`config.mk`:
```
export PLATFORM = sky130hd
export DESIGN_NAME = fifo_drain_flat
export DESIGN_NICKNAME = d
export VERILOG_FILES = /design/src/rtl/fifo_drain_pkg.sv /design/src/rtl/fifo_drain_if.sv /design/src/rtl/fifo_drain_lane_mux.sv /design/src/rtl/fifo_drain.sv /design/src/flat_wrapper.sv
export SDC_FILE = /design/constraint.sdc
export NUM_CORES = 1
export LEC_CHECK = 0
export CORE_ASPECT_RATIO = 0.75
export CORE_MARGIN = 5
export CORE_UTILIZATION = 55
export DETAILED_ROUTE_END_ITERATION = 12
export PLACE_DENSITY = 0.86
export SLEW_MARGIN = 25
export SYNTH_ARGS = -nofsm -noshare
export SYNTH_HDL_FRONTEND = slang
export SYNTH_SLANG_ARGS = --single-unit
```
`constraint.sdc`:
```
create_clock -name clock -period 8.65 [get_ports clock]
set_clock_uncertainty 0.15 [all_clocks]
set_input_delay 1.2975 -clock clock [delete_from_list [all_inputs] [get_ports clock]]
set_output_delay 1.2975 -clock clock [all_outputs]
set_load 0.02 [all_outputs]
```
`src/rtl/fifo_drain_pkg.sv`:
```
`default_nettype none
// ============================================================================
// Module      : fifo_drain_pkg
// Description : Shared sizing constants, lane types and helper functions for
//               the fifo_drain read-side consumer.
//               IN_DEPTH lanes per bundle, WIDTH bits per raw lane (MSB is the
//               lane-valid flag), OUT_WIDTH lanes issued per cycle at most.
// Revision    : 1.0 - initial release
// ============================================================================
package fifo_drain_pkg;

    localparam int IN_DEPTH  = 6;
    localparam int WIDTH     = 32;
    localparam int OUT_WIDTH = 3;

    // Counter width for hold_cnt / hold_ptr (values 0..IN_DEPTH).
    localparam int CNT_W  = $clog2(IN_DEPTH + 1);
    // Width of the downstream free-slot count and the issued-lane count.
    localparam int FREE_W = $clog2(OUT_WIDTH + 1);

    // Payload of one lane (valid flag stripped).
    typedef logic [WIDTH-2:0] lane_t;
    // Raw lane as delivered by the FIFO: {valid, payload}.
    typedef logic [WIDTH-1:0] raw_lane_t;
    // Whole FIFO head bundle.
    typedef raw_lane_t [IN_DEPTH-1:0] bundle_t;

    // Number of consecutive set bits starting at bit 0. Anything past the
    // first clear bit is ignored.
    function automatic logic [CNT_W-1:0] lead_ones(input logic [IN_DEPTH-1:0] v);
        logic [CNT_W-1:0] n;
        logic             run;
        n   = '0;
        run = 1'b1;
        for (int i = 0; i < IN_DEPTH; i++) begin
            run = run & v[i];
            if (run) begin
                n = n + CNT_W'(1);
            end
        end
        return n;
    endfunction

    // min(remaining, clamp(free), OUT_WIDTH), where the clamp limits the
    // downstream free count to OUT_WIDTH.
    function automatic logic [CNT_W-1:0] issue_count(input logic [CNT_W-1:0]  remaining,
                                                     input logic [FREE_W-1:0] free);
        logic [CNT_W-1:0] lim;
        lim = CNT_W'(free);
        if (lim > CNT_W'(OUT_WIDTH)) begin
            lim = CNT_W'(OUT_WIDTH);
        end
        return (remaining < lim) ? remaining : lim;
    endfunction

endpackage
`default_nettype wire

```
`src/rtl/fifo_drain_if.sv`:
```
`default_nettype none
// ============================================================================
// Module      : fifo_drain_if
// Description : Bundles the FIFO read port, flush, and downstream issue port
//               of fifo_drain.
//               slave  : the drain block (consumes FIFO, drives issue port)
//               master : the environment (FIFO + downstream)
//               Signals: fifo_empty, fifo_rd_data, fifo_rd_en, flush,
//                        out_free, out_valid, out_data, out_count, busy
// Revision    : 1.0 - initial release
// ============================================================================
interface fifo_drain_if;
    import fifo_drain_pkg::*;

    logic                  fifo_empty;
    bundle_t               fifo_rd_data;
    logic                  fifo_rd_en;
    logic                  flush;
    logic [FREE_W-1:0]     out_free;
    logic [OUT_WIDTH-1:0]  out_valid;
    lane_t [OUT_WIDTH-1:0] out_data;
    logic [FREE_W-1:0]     out_count;
    logic                  busy;

    modport master (
        output fifo_empty, fifo_rd_data, flush, out_free,
        input  fifo_rd_en, out_valid, out_data, out_count, busy
    );

    modport slave (
        input  fifo_empty, fifo_rd_data, flush, out_free,
        output fifo_rd_en, out_valid, out_data, out_count, busy
    );

endinterface
`default_nettype wire

```
`src/rtl/fifo_drain_lane_mux.sv`:
```
`default_nettype none
// ============================================================================
// Module      : drain_lane_mux
// Description : Selects OUT_WIDTH consecutive lanes from the held bundle
//               starting at hold_ptr. The first issue_n output lanes are
//               valid; the rest are driven to zero.
//               hold_data_i : held bundle payloads
//               hold_ptr_i  : first lane to issue
//               issue_n_i   : number of lanes issued this cycle
//               out_valid_o : prefix mask of issued lanes
//               out_data_o  : issued payloads (zero when not valid)
// Revision    : 1.0 - initial release
// ============================================================================
module drain_lane_mux
    import fifo_drain_pkg::*;
(
    input  lane_t [IN_DEPTH-1:0]  hold_data_i,
    input  logic  [CNT_W-1:0]     hold_ptr_i,
    input  logic  [CNT_W-1:0]     issue_n_i,
    output logic  [OUT_WIDTH-1:0] out_valid_o,
    output lane_t [OUT_WIDTH-1:0] out_data_o
);

    // One extra bit so hold_ptr + i cannot wrap for lanes beyond the bundle.
    logic [CNT_W:0] w_idx;

    always_comb begin
        out_valid_o = '0;
        out_data_o  = '0;
        w_idx       = '0;
        for (int i = 0; i < OUT_WIDTH; i++) begin
            w_idx = {1'b0, hold_ptr_i} + (CNT_W+1)'(i);
            if (CNT_W'(i) < issue_n_i) begin
                out_valid_o[i] = 1'b1;
                // Compare-based select keeps the index within IN_DEPTH-1.
                for (int j = 0; j < IN_DEPTH; j++) begin
                    if (w_idx == (CNT_W+1)'(j)) begin
                        out_data_o[i] = hold_data_i[j];
                    end
                end
            end
        end
    end

endmodule
`default_nettype wire

```
`src/rtl/fifo_drain.sv`:
```
`default_nettype none
// ============================================================================
// Module      : fifo_drain
// Description : Read-side consumer for the bundle FIFO. Pops one IN_DEPTH-lane
//               bundle at a time and re-issues its leading valid lanes at up
//               to OUT_WIDTH lanes per cycle, limited by downstream free
//               slots. The next pop is requested in the same cycle the last
//               held lanes issue, so bundles stream without bubbles.
//               clock : rising-edge clock
//               reset : asynchronous, active-low
//               bus   : fifo_drain_if.slave (FIFO read port, flush, issue port)
// Revision    : 1.0 - initial release
// ============================================================================
module fifo_drain
    import fifo_drain_pkg::*;
(
    input  logic         clock,
    input  logic         reset,
    fifo_drain_if.slave  bus
);

    lane_t [IN_DEPTH-1:0] hold_data_q, hold_data_d;
    logic  [CNT_W-1:0]    hold_cnt_q,  hold_cnt_d;
    logic  [CNT_W-1:0]    hold_ptr_q,  hold_ptr_d;

    logic  [CNT_W-1:0]    w_remaining;
    logic  [CNT_W-1:0]    w_issue_raw;
    logic  [CNT_W-1:0]    w_issue_n;
    logic                 w_pop;
    logic  [IN_DEPTH-1:0] w_valid_bits;
    lane_t [IN_DEPTH-1:0] w_payload;

    // Split the FIFO head into lane-valid flags and payloads.
    always_comb begin
        w_valid_bits = '0;
        w_payload    = '0;
        for (int i = 0; i < IN_DEPTH; i++) begin
            w_valid_bits[i] = bus.fifo_rd_data[i][WIDTH-1];
            w_payload[i]    = bus.fifo_rd_data[i][WIDTH-2:0];
        end
    end

    // hold_ptr never passes hold_cnt, so this never underflows.
    assign w_remaining = hold_cnt_q - hold_ptr_q;
    assign w_issue_raw = issue_count(w_remaining, bus.out_free);
    // A flush cycle issues nothing.
    assign w_issue_n   = bus.flush ? '0 : w_issue_raw;

    // Pop when everything still held leaves this cycle. The reset term keeps
    // the request low while reset is asserted even with a non-empty FIFO.
    assign w_pop = reset & ~bus.fifo_empty & ~bus.flush & (w_remaining == w_issue_n);

    always_comb begin
        hold_data_d = hold_data_q;
        hold_cnt_d  = hold_cnt_q;
        hold_ptr_d  = hold_ptr_q;
        if (w_pop) begin
            hold_data_d = w_payload;
            hold_cnt_d  = lead_ones(w_valid_bits);
            hold_ptr_d  = '0;
        end else if (bus.flush) begin
            hold_cnt_d  = '0;
            hold_ptr_d  = '0;
        end else begin
            hold_ptr_d  = hold_ptr_q + w_issue_n;
        end
    end

    always_ff @(posedge clock or negedge reset) begin
        if (!reset) begin
            hold_data_q <= '0;
            hold_cnt_q  <= '0;
            hold_ptr_q  <= '0;
        end else begin
            hold_data_q <= hold_data_d;
            hold_cnt_q  <= hold_cnt_d;
            hold_ptr_q  <= hold_ptr_d;
        end
    end

    drain_lane_mux u_lane_mux (
        .hold_data_i (hold_data_q),
        .hold_ptr_i  (hold_ptr_q),
        .issue_n_i   (w_issue_n),
        .out_valid_o (bus.out_valid),
        .out_data_o  (bus.out_data)
    );

    assign bus.fifo_rd_en = w_pop;
    assign bus.out_count  = FREE_W'(w_issue_n);
    assign bus.busy       = (w_remaining != '0);

endmodule
`default_nettype wire

```
`src/flat_wrapper.sv`:
```
// flat-port wrapper written by rule: the top's interface ports become plain ports
module fifo_drain_flat import fifo_drain_pkg::*;
  (clock, reset, bus_fifo_empty, bus_fifo_rd_data, bus_flush, bus_out_free, bus_fifo_rd_en, bus_out_valid, bus_out_data, bus_out_count, bus_busy);
  fifo_drain_if bus_i ();
  input  logic clock;
  input  logic reset;
  input wire logic [$bits(bus_i.fifo_empty)-1:0] bus_fifo_empty;
  input wire logic [$bits(bus_i.fifo_rd_data)-1:0] bus_fifo_rd_data;
  input wire logic [$bits(bus_i.flush)-1:0] bus_flush;
  input wire logic [$bits(bus_i.out_free)-1:0] bus_out_free;
  output wire logic [$bits(bus_i.fifo_rd_en)-1:0] bus_fifo_rd_en;
  output wire logic [$bits(bus_i.out_valid)-1:0] bus_out_valid;
  output wire logic [$bits(bus_i.out_data)-1:0] bus_out_data;
  output wire logic [$bits(bus_i.out_count)-1:0] bus_out_count;
  output wire logic [$bits(bus_i.busy)-1:0] bus_busy;
  assign bus_i.fifo_empty = bus_fifo_empty;
  assign bus_i.fifo_rd_data = bus_fifo_rd_data;
  assign bus_i.flush = bus_flush;
  assign bus_i.out_free = bus_out_free;
  assign bus_fifo_rd_en = bus_i.fifo_rd_en;
  assign bus_out_valid = bus_i.out_valid;
  assign bus_out_data = bus_i.out_data;
  assign bus_out_count = bus_i.out_count;
  assign bus_busy = bus_i.busy;
  fifo_drain u_core (.clock(clock), .reset(reset), .bus(bus_i));
endmodule
```
; ---- Yosys cells after proc, flatten, opt, wreduce, memory -nomap -nowiden
; Index checks and enable logic that the tools add are counted.
[totals]
reg_bits = 192
in_bits = 198
word_cells = 93
[op_classes]
n_addsub = 9
order_cmp = 4
n_eq_ne = 16
n_mux = 41
n_bitwise = 10
n_reduce_logical = 5
[op_table]
columns = op, count
row1 = $mux W31, 21
row2 = $mux W3, 16
row3 = $eq A4 B2 Y1 const B, 4
row4 = $eq A4 B3 Y1 const B, 4
row5 = $add A3 B1 Y3 const B, 5
row6 = $logic_not A4 Y1, 3
row7 = $and A1 B1 Y1, 8
row8 = $eq A4 B1 Y1 const B, 2
row9 = $eq A3 B2 Y1 const B, 2
row10 = $eq A3 B3 Y1 const B, 2
row11 = $lt A1 B3 Y1 const A, 2
row12 = $add A3 B1 Y4 const B, 1
row13 = $add A3 B2 Y4 const B, 1
row14 = $mux W1, 4
row15 = $add A3 B3 Y3, 1
row16 = $eq A3 B1 Y1 const B, 1
row17 = $eq A3 B3 Y1, 1
row18 = $lt A2 B3 Y1 const A, 1
row19 = $lt A3 B2 Y1, 1
row20 = $reduce_bool A3 Y1, 1
row21 = $sub A3 B3 Y3, 1
row22 = $not A1 Y1, 2
row23 = $reduce_bool A2 Y1, 1

; ---- Logic depth before layout (Yosys ltp)
; Gate-level depths: netlist of the first run.
[depth]
ltp_word = 22
depth_mapped = 14
ltp_nobuf = 14

; ---- Cells and area by module
; Synthesis of the first run repeated with hierarchy kept, for this count alone.
[hier_totals]
cells_unflattened = 1259
hier_area_um2 = 12966.2
[modules_own_cells]
columns = mod, n_inst, cells_per_inst, area_each_um2, seq_area_each_um2
row1 = fifo_drain, 1, 465, 8085.3, 4804.6
row2 = drain_lane_mux, 1, 794, 4880.9, 0.0

; ---- Least setup slack after synthesis of the first run
; OpenSTA, ideal clock, no wires.
[synth_path]
path_type = reg-to-output
startpoint = register u_core.hold_ptr_q[1]
endpoint = output bus_out_data[54]
arrival_time_ns = 3.717
required_time_ns = 7.203
slack_ns = 3.486
stages_incl_launch_ff = 12
cell_sequence = dfrtp_1 -> clkbuf_1 -> buf_2 -> clkinv_1 -> clkbuf_1 -> fa_1 -> ha_1 -> a211oi_4 -> mux2i_1 -> nand2_1 -> clkbuf_1 -> a211oi_1
[synth_between]
elab_chain_len = 9
[synth_lines]
columns = element, line_no
row1 = "start, declared", fifo_drain.sv:24  ; logic [CNT_W-1:0] hold_ptr_q, hold_ptr_d;
row2 = "start signal, assigned", fifo_drain.sv:77  ; hold_ptr_q <= hold_ptr_d;
row3 = branches (longest 8 deep; another with $sub A3 B3 Y3), --
row4 = $mux W31 *, fifo_drain_lane_mux.sv:33  ; if (CNT_W'(i) < issue_n_i) begin
row5 = "end, declared", flat_wrapper.sv:13  ; output wire logic [$bits(bus_i.out_data)-1:0] bus_out_data;
; Every way passes the cells marked *.

; ---- Worst setup path in the final report of the first run
[layout_path]
startpoint = register u_core.hold_ptr_q[1]
endpoint = output bus_out_data[47]
; The elaborated chain is that of the path after synthesis.

==> key figures, run 1 <==
Timing
  – Final setup violation count: 0
  – Unrepaired setup endpoints after global routing: false
  – Post-route minimum period: slightly below 7 ns
  – Hold Fails Final Rpt: 0
  – Worst-Margin Slew: 1.06 ns
  – F_max: 147 MHz
  – Worst hold slack: 0.402 ns
  – Max-Slew Margin vs Limit: 29.5%
  – Final period utilization: 78.8%
  – Max Slew Vio Count: 0
  – Setup TNS: 0 ns

Final layout
  – Fin area: 16000 um2
  – Fillers: 1500
  – Area grow syn2layout: 28.6%
  – Nets: ~1600
  – Multi-input logic area: roughly 7000 um2
  – Post-layout util: around 72%
  – Layout cells sized above 1: 19.8%
  – Register area: 4810 um2

Yosys
  – Synth Net Count: 1398
  – Synth top area cells: dfrtp_1 39%, mux2_4 11%, mux2_2 7.9%
  – Distinct cell type count after synthesis: 47
  – Post-synthesis sequential area ratio: 38.6%
  – Flops & latches, synth: 192
  – Ys Warns: 0
  – Synth Instances: 1189
  – Dominant cell type by area after synthesis: dfrtp_1
  – Synthesized area per cell: 10.5 um2
  – Synth Cell Area: between 10000 and 15000 um2
  – Share of the synthesized area in the top cell type: 38.6%
  – Post-synth EDFFs: 0
  – Async S/R FF share, synth: 100%
  – Synth Flop Type: dfrtp_1

Clocking
  – Cts hold-fix bufs: 0
  – Htree depth: 4
  – TritonCTS clock tree: yes
  – Post-CTS setup buffers: 0
  – Clock Tree Buf Depth: 2
  – Clk sinks: 192
  – Post_cts resized: 0
  – Worst-path clk slew: 0.08 ns
  – Clk_lat worst skew: 0.43 ns
  – CTS buffer count: 17
  – Root Buffer: clkbuf_16

Detailed routing
  – Final wirelength: 46100 um
  – Post-route ant nets: 0
  – 1st-pass router iterations: 8
  – DR DRC count: 0
  – Via Count: 11800
  – Via density: 6.91
  – Routed length per placed instance: 27.0 um
  – Count of routing violations after the opening detailed-route iteration: 1911

Floorplanning
  – Initial Utilization: a little under three fifths
  – Die Width: 184 um
  – Core Footprint: 22200 um2
  – Full die area: 25800 um2
  – Total I/O pin count: 298
  – Chip height: 140 um
  – Row cnt: 47

Setup path
  – CP Max Fanout: 36
  – FF-to-FF End: u_core.hold_data_q[20]
  – Endpoint class of the critical path: output pin
  – Crit Reg-Reg Startpoint: u_core.hold_ptr_q[1]
  – Worst EP required: 7.20 ns
  – Critical setup path kind: flip-flop to output pin
  – CP delay by family, top: buffers and inverters
  – CP Depth: 8
  – FF-to-FF path depth: 9
  – WP buf/inv: 2
  – Critical path's slowest cell: inv_2
  – Worst setup path startpoint: u_core.hold_ptr_q[1]
  – End of the critical path: bus_out_data[47]
  – Worst path arrival time: around 5.4 ns
  – Crit path cell chain: inv_2, fa_1, ha_1, a211oi_4, mux2i_1, nand2_2, a211oi_1, clkdlybuf4s50_1
  – Type of origin of the critical path: flip-flop
  – Largest stage delay on the critical path: between 0.7 and 0.8 ns
  – R2R Setup Slk: ~3.2 ns

Place
  – Number of port buffers: 297
  – Hpwl dp: 30100 um
  – Routability cong.: 0.876
  – Cell Area, Placed: about 15000 um2

Worst hold path
  – Hold Path Class: flip-flop to flip-flop

Run
  – Maxcap violations: 0

GRT
  – Largest net degree at the start of global routing: 146
  – GR Overflow Total: 0
  – Global router's overall resource usage: 34.8%
  – Initial antenna violation count: 11
  – First-pass GRT wire length: ~70000 um
  – Vias in the first global route: between 10000 and 15000

Outcome
  – Status: finished, final reports clean

Power and ir drop
  – Final Power: 6.26 mW
  – P_leak: between 6 and 7 nW
  – Pwr Density: 391 nW/um2
  – Maximum VDD drop: 0.185 mV
[per-stage QoR]
stage / cells / setup WS [ns]
finish: 1710 / 1.84
global route: 1709 / 1.65
CTS: 1705 / 1.39
detailed placement: 1674 / 1.87
global placement: 1671 / 2.13
floorplan: 1189 / 3.49
[cells in the mapped netlist, drive strengths merged, types with 2 or more instances]
master / count
dfrtp: 192
mux2: 187
nand2: 139
a21oi: 127
clkbuf: 84
nor2: 74
a211oi: 64
o221ai: 60
o21ai: 37
buf: 34
o211ai: 33
a22oi: 31
mux4: 31
o22ai: 31
inv: 15
ha: 9
mux2i: 5
nor2b: 4
a21boi: 3
and3: 3
nor3: 3
a31oi: 2
clkinv: 2
fa: 2
nand3: 2
or3: 2
[cell type report]
type	count	share of cell area, %
flip-flops and latches	192	30.0
clock buffers	18	2.74
clock inverters	13	0.774
repair buffers	311	19.8
well taps	294	2.30
diodes	3	0.0469
inverters	17	0.461
multi-input cells	862	43.8
[cells in the final DEF (no fill, tap or decap), drive strengths merged, types with 4 or more instances in the layout]
master	n
nor2b	4
mux4	31
inv	23
mux2	187
ha	9
o221ai	60
a211oi	64
o21ai	37
mux2i	5
a22oi	31
clkbuf	19
nor2	74
nand2	139
dfrtp	192
clkdlybuf4s50	296
o22ai	31
o211ai	33
clkinv	5
buf	14
a21oi	127
[state kept, by name, indices dropped and copies added, names as in the netlist]
name / cells
u_core.hold_data_q: 186
u_core.hold_ptr_q: 3
u_core.hold_cnt_q: 3
[report_power, final]
| part | leakage [nW] | total, mW | switching [mW] | internal [mW] |
|---|---|---|---|---|
| clock | 0.273 | 0.775 | 0.387 | 0.388 |
| combinational | 3.75 | 3.54 | 1.80 | 1.74 |
| sequential | 2.32 | 1.94 | 0.592 | 1.35 |
| total | 6.34 | 6.26 | 2.78 | 3.48 |
[cell families (layout without fill, tap and decap cells)]
logic type      count (synthesis)  after routing  synth area share [%]
flops                         192            192                  38.6
simple gates                  232            232                  7.38
compound gates                393            393                  21.0
xor+xnor                        3              3                 0.322
other cells                     0              3                     0
fa+ha+maj                      11             11                  1.23
buf+inv                       135            359                  5.86
mux                           223            223                  25.6
[per-layer routing]
metal / track usage (%) / routed length, um / vias to the layer above
met2: 52.7 / 20800 / 1050
li1: - / - / 4911
met1: 46.3 / 17100 / 5663
met5: 0 / 105 / -
met4: 14.8 / 1740 / 16
met3: 11.1 / 6430 / 173
[how the worst min path moves through the flow]
stage                            start                 endpoint  slack [ns]  cells after the start
2_1_floorplan  u_core.hold_data_q[105]  u_core.hold_data_q[105]        0.35                      1
3_3_place_gp   u_core.hold_data_q[176]  u_core.hold_data_q[176]        0.37                      1
3_5_place_dp   u_core.hold_data_q[176]  u_core.hold_data_q[176]        0.38                      1
4_1_cts        u_core.hold_data_q[176]  u_core.hold_data_q[176]        0.40                      1
5_1_grt         u_core.hold_data_q[10]   u_core.hold_data_q[10]        0.43                      1
6_report        u_core.hold_data_q[10]   u_core.hold_data_q[10]        0.40                      1
(Power assumes the default switching activity.)
==> run 2, diff against run 1 <==
Settings changed: CORE_UTILIZATION 55 to 51, PLACE_DENSITY 0.86 to 0.81.
Clock period 8.65 ns to 6.75 ns, I/O delays scaled along.
==> run 2 against run 1 <==
Combinational power rose by 29%. Count of clock-buffer cells in the layout shrank 1. Sequential cell count unchanged. Global-route usage decreased by 2.0 points. Largest power group unchanged. Worst setup slack got worse by 1.3 ns. Die area increased by 7.3%. Register-to-register slack worse by 1.4 ns. Critical path depth did not move. Final area increased by 0.55%. Non-clock buffer count rose by 5.
==> key figures, run 2 (synthesis results as in run 1) <==
Outcome
  – Status: finished, final reports clean

Detailed routing
  – Final wirelength: roughly 47000 um
  – 1st-pass router iterations: 9
  – Met1 Wirelength: 17700 um
  – Via density: 6.76
  – Routed length per placed instance: 26.6 um
  – Post-route ant nets: 0
  – Count of routing violations after the opening detailed-route iteration: between 2000 and 2500
  – Via Count: 11800
  – Met3 WL post-DR: 6700 um
  – DR DRC count: 0
  – DR WL met2: 20400 um
  – Top sig layer: met5

GRT
  – Largest net degree at the start of global routing: 88
  – Global router's overall resource usage: between 30% and 40%
  – First-pass GRT wire length: 70800 um
  – Initial antenna violation count: 6
  – Vias in the first global route: between 10000 and 15000
  – GR Overflow Total: 0

Timing
  – Max Slew Vio Count: 0
  – Post-route minimum period: 6.20 ns
  – Unrepaired setup endpoints after global routing: false
  – Final setup violation count: 0
  – Hold Fails Final Rpt: 0
  – Worst-Margin Slew: 1.12 ns
  – Setup TNS: 0 ns
  – Final period utilization: around nine tenths
  – F_max: 161 MHz
  – Worst hold slack: 0.413 ns
  – Max-Slew Margin vs Limit: between 20 and 30%

Final layout
  – Post-layout util: 67.1%
  – Post-route insts no fill: approximately 1800
  – Nets: 1615
  – Fin area: between 15000 and 20000 um2
  – Area grow syn2layout: 29.3%
  – Most flops, register: u_core.hold_data_q
  – Layout cells sized above 1: 20.2%
  – Largest regs: u_core.hold_data_q (186), u_core.hold_cnt_q (3), u_core.hold_ptr_q (3)
  – Max reg flops: 186
  – Most frequent cells in the layout: 296 x clkdlybuf4s50_1, 190 x dfrtp_1, 136 x nand2_1
  – Most common cell after layout, fill and taps aside: clkdlybuf4s50_1

Setup path
  – Crit path cell chain: inv_2, fa_1, ha_1, a211oi_4, mux2i_1, nand2_2, a211oi_1, clkdlybuf4s50_1
  – Critical setup path kind: flip-flop to output pin
  – Type of origin of the critical path: flip-flop
  – Largest stage delay on the critical path: 0.69 ns
  – Worst EP required: ~5.6 ns
  – Endpoint class of the critical path: output pin
  – Critical path's slowest cell: clkdlybuf4s50_1
  – Worst path arrival time: about 5 ns
  – CP Max Fanout: 34

Clocking
  – CTS buffer count: 17
  – Clock Tree Buf Depth: 2
  – Cts hold-fix bufs: 0
  – Post-CTS setup buffers: 0
  – Root Buffer: clkbuf_16
  – Clk_lat worst skew: 0.45 ns
  – Htree depth: 4
  – Post_cts resized: 0
  – Clk sinks: around 190
  – TritonCTS clock tree: yes
  – Worst-path clk slew: 0.07 ns

Power and ir drop
  – Reg power frac: 30.4%
  – Net switching power: 3.57 mW
  – Clock power frac: 13.1%
  – P_leak: 6.37 nW
  – Int Pwr: approximately 4.5 mW
  – Gate power share: 56.5%
  – Sw Ratio: 44.3%
  – Pwr Density: 501 nW/um2
  – Maximum VDD drop: 0.286 mV

Worst hold path
  – Hold Path Class: flip-flop to flip-flop

Floorplanning
  – Chip height: roughly 150 um
  – Row cnt: about 50
  – Initial Utilization: 51.9%
  – Die Width: 190 um
  – Full die area: between 20000 and 30000 um2
  – Total I/O pin count: 298
  – Core Footprint: between 20000 and 25000 um2

Place
  – Hpwl dp: 30000 um
  – Cell Area, Placed: 15500 um2
  – Number of port buffers: 297
  – Routability cong.: between 0.8 and 0.9
  – DP Cell Count: 1717

Run
  – Maxcap violations: 0
run 2: cell types whose count changed in the layout (fill, tap and decap cells not counted), sizes merged:
cell / delta
clkbuf: -1
clkinvlp: -1
bufinv: +1
diode: -2
buf: +5
inv: +3
clkinv: -1
run 2: worst paths after layout:
check                                          to  slack (ns)  cells after the start                    from
min in group asynchronous  u_core.hold_data_q[55]        0.43                      1                   reset
hold reg to reg            u_core.hold_data_q[58]        0.41                      1  u_core.hold_data_q[58]
hold / removal             u_core.hold_data_q[58]        0.41                      1  u_core.hold_data_q[58]
setup reg to reg           u_core.hold_data_q[53]        1.77                      9    u_core.hold_ptr_q[1]
max in group asynchronous  u_core.hold_data_q[68]        4.11                      3                   reset
setup / recovery                 bus_out_data[49]        0.55                      8    u_core.hold_ptr_q[1]
run 2: per-layer routing:
metal,vias to the layer above,track usage [%]
met2,1001,48.6
met3,169,11.5
met4,12,12.2
met5,-,0
met1,5737,44.7
li1,4916,-
run 2: metrics by stage:
step,power [mW],worst slack [ns]
global route,8.42,0.393
global placement,6.68,1.11
detailed placement,6.83,0.992
finish,8.06,0.553
CTS,7.91,0.622
floorplan,5.25,1.87
run 2: layout make-up:
cell class / instances / area [um2]
fillers: 1793 / 7880
multi-input cells: 862 / 7010
flip-flops and latches: 192 / 4810
repair buffers: 316 / 3190
clock buffers: 17 / 425
well taps: 331 / 414
clock inverters: 15 / 165
inverters: 17 / 71.3
diodes: 1 / 2.50
run 2: worst max-delay path: cells and delay by family (launching register included):
| kind | cells | cell delay [ns] |
|---|---|---|
| and+or+nand+nor | 1 | 0.58 |
| DFF | 1 | 0.62 |
| AOI/OAI and AO/OA | 2 | 1.04 |
| buffers and inverters | 2 | 1.12 |
| muxes | 1 | 0.28 |
| adders and majority gates | 2 | 0.90 |
run 2: power groups by stage:
stage	combinational (mW)	sequential (mW)	clock [mW]
floorplan	3.10	2.15	0
CTS	4.45	2.40	1.06
finish	4.56	2.45	1.05
detailed placement	4.41	2.42	0
global route	4.81	2.51	1.10
global placement	4.30	2.39	0
==> run 3, diff against run 2 <==
Settings changed: CORE_ASPECT_RATIO 0.75 to 0.9, CORE_UTILIZATION 51 to 46, GPL_TIMING_DRIVEN set to 0, PLACE_DENSITY 0.81 to 0.77.
Clock period 6.75 ns to 5.3 ns, I/O delays scaled along.
==> run 3 against run 2 <==
Non-clock buffer count increased by 105. Sequential share of layout area down 1.2 points. Clock power is 31% higher. Worst setup slack lost 0.50 ns. Critical path depth is 4 higher. Sequential power increased by 31%. Hold slack worse by 0.32 ns. Final area rose by 4.0%. Wire length is 12% higher. Die area rose by 10%. Critical path type unchanged. Largest cell class unchanged. Largest power group unchanged. Highest routed layer unchanged.
==> key figures, run 3 (synthesis results as in run 1) <==
Outcome
  – Status: finished, final reports clean

Timing
  – Unrepaired setup endpoints after global routing: true
  – Setup ws final: ~0.051 ns
  – Max-Slew Margin vs Limit: between 30% and 40%
  – Worst-Margin Slew: 0.930 ns
  – Final period utilization: 99.0%
  – Post-route minimum period: 5.25 ns
  – Hold Fails Final Rpt: 0
  – Setup TNS: 0 ns
  – Max Slew Vio Count: 0
  – Final setup violation count: 0
  – F_max: 191 MHz

Clocking
  – CTS buffer count: 17
  – Clock Tree Buf Depth: 2
  – Htree depth: 4
  – TritonCTS clock tree: yes
  – Root Buffer: clkbuf_16
  – Clk sinks: 192
  – Worst-path clk slew: approximately 0.080 ns
  – Clk_lat worst skew: ~0.45 ns
  – Cts hold-fix bufs: 0

Floorplanning
  – Initial Utilization: a little under half
  – Total I/O pin count: 298
  – Core Footprint: 26800 um2
  – Chip height: 166 um
  – Full die area: 30400 um2
  – Row cnt: 57
  – Die Width: 183 um

Detailed routing
  – Via density: 6.61
  – Routed length per placed instance: around 28 um
  – DR DRC count: 0
  – Post-route ant nets: 0
  – Via Count: 12400
  – 1st-pass router iterations: 10
  – Count of routing violations after the opening detailed-route iteration: 2090
  – Final wirelength: between 50000 and 60000 um

GRT
  – GR Overflow Total: 0
  – Initial antenna violation count: 1
  – Global router's overall resource usage: 32.8%
  – Largest net degree at the start of global routing: just under 80
  – Vias in the first global route: 12500
  – First-pass GRT wire length: ~77000 um

Place
  – Post-place setup slack: -1.13 ns
  – Cell Area, Placed: about 16000 um2
  – DP Cell Count: roughly 1800
  – Number of port buffers: 297
  – Routability cong.: 0.934
  – Hpwl dp: 36500 um

Final layout
  – Fin area: 16700 um2
  – Area grow syn2layout: 34.5%
  – Most common cell after layout, fill and taps aside: clkdlybuf4s50_1
  – Fillers: between 2000 and 2500
  – Most flops, register: u_core.hold_data_q
  – Layout cells sized above 1: a little under a quarter
  – Max reg flops: 186
  – Largest regs: u_core.hold_data_q (186), u_core.hold_cnt_q (3), u_core.hold_ptr_q (3)
  – Nets: 1720
  – # diodes: 0
  – Most frequent cells in the layout: 214 x clkdlybuf4s50_1, 191 x dfrtp_1, 138 x nand2_1
  – Post-route insts no fill: around 1900

Power and ir drop
  – Int Pwr: a little under 6 mW
  – P_leak: 7.07 nW
  – Reg power frac: 30.2%
  – Pwr Density: 634 nW/um2
  – Clock power frac: 13.0%
  – Final Power: 10.6 mW
  – Maximum VDD drop: around 0.31 mV
  – Sw Ratio: between 40% and 50%
  – Gate power share: 56.8%
  – Net switching power: just under 5 mW

Setup path
  – Worst EP required: 4.36 ns
  – Critical setup path kind: flip-flop to output pin
  – Endpoint class of the critical path: output pin
  – CP dominant cell by count: buf_4
  – Critical path's slowest cell: fa_1
  – Crit path cell chain: buf_6, clkinv_2, buf_4, fa_1, ha_1, a211oi_4, buf_4, nor2_1, o21ai_2, clkbuf_4, inv_1, clkdlybuf4s50_1
  – CP Max Fanout: 12
  – Type of origin of the critical path: flip-flop
  – Largest stage delay on the critical path: 0.63 ns
  – Worst path arrival time: about 4.3 ns

Worst hold path
  – Hold Path Class: primary input to async pin

Run
  – Maxcap violations: 0
==> run 3: cell count changes in the layout (fill, tap and decap cells not counted), moves of 10 or more <==
cell and delta:
buf_12 +11, clkbuf_2 +19, dlygate4sd2_1 +33, dlymetal6s2s_1 +16, a211oi_1 -28, clkbuf_1 +66
clkdlybuf4s50_1 -82, a211oi_2 +27, clkdlybuf4s15_2 +11, buf_1 +10
==> run 3: power by group through the flow <==
stage               logic, mW  registers, mW  clock network [mW]
floorplan                3.94           2.74                   0
global placement         5.66           3.11                   0
detailed placement       5.78           3.14                   0
CTS                      5.85           3.13                1.39
global route             6.33           3.25                1.44
finish                   6.03           3.20                1.38
==> run 3: worst paths after layout <==
| kind | depth (start not counted) | slack [ns] | end | startpoint |
|---|---|---|---|---|
| worst max-delay path | 12 | 0.05 | bus_out_valid[2] | u_core.hold_ptr_q[1] |
| worst min-delay path | 1 | 0.09 | u_core.hold_data_q[58] | reset |
| worst max register to register | 13 | 1.21 | u_core.hold_ptr_q[2] | u_core.hold_ptr_q[1] |
| worst min register to register | 2 | 0.41 | u_core.hold_cnt_q[2] | u_core.hold_cnt_q[2] |
| max in group asynchronous | 3 | 3.79 | u_core.hold_data_q[75] | reset |
| min in group clock | 2 | 0.41 | u_core.hold_cnt_q[2] | u_core.hold_cnt_q[2] |
==> run 3: routing by layer <==
layer  track usage [%]  vias to the layer above  wire (um)  part of all wire, %
li1                  -                     5119          -                    -
met1              43.8                     5909      19400                   37
met2              49.8                     1125      22800                   44
met3              10.1                      252       7130                   14
met4              13.2                        2       2650                  5.1
met5                 0                        -         13                0.025
==> run 3: final cells by class <==
type	count	area, um2	area share, %
well taps	354	443	2.65
flip-flops and latches	192	4810	28.7
clock buffers	18	439	2.62
clock inverters	14	168	1.00
multi-input cells	862	7080	42.3
plain buffers	117	712	4.25
repair buffers	304	3020	18.1
inverters	17	67.6	0.404
==> run 3: what timing repair did <==
item,CTS,global route
pin swaps,2,1
gates resized for setup,158,70
setup endpoints to repair,101,87
buffers inserted,4,1
hold endpoints to repair,0,0
==> run 3: worst max-delay path: cells and delay by family, from the launching register on <==
| family | cells | cell delay, ns |
|---|---|---|
| DFF | 1 | 0.41 |
| adders and majority gates | 2 | 0.93 |
| buffers and inverters | 7 | 1.73 |
| AOI/OAI and AO/OA | 2 | 0.72 |
| and+or+nand+nor | 1 | 0.04 |
==> run 3: per-stage QoR <==
stage	util, %	hold slack (ns)
2_1_floorplan	-	0.348
3_3_place_gp	59.1	0.383
3_5_place_dp	59.4	0.392
4_1_cts	62.2	0.113
5_1_grt	62.4	0.123
6_report	62.4	0.0890
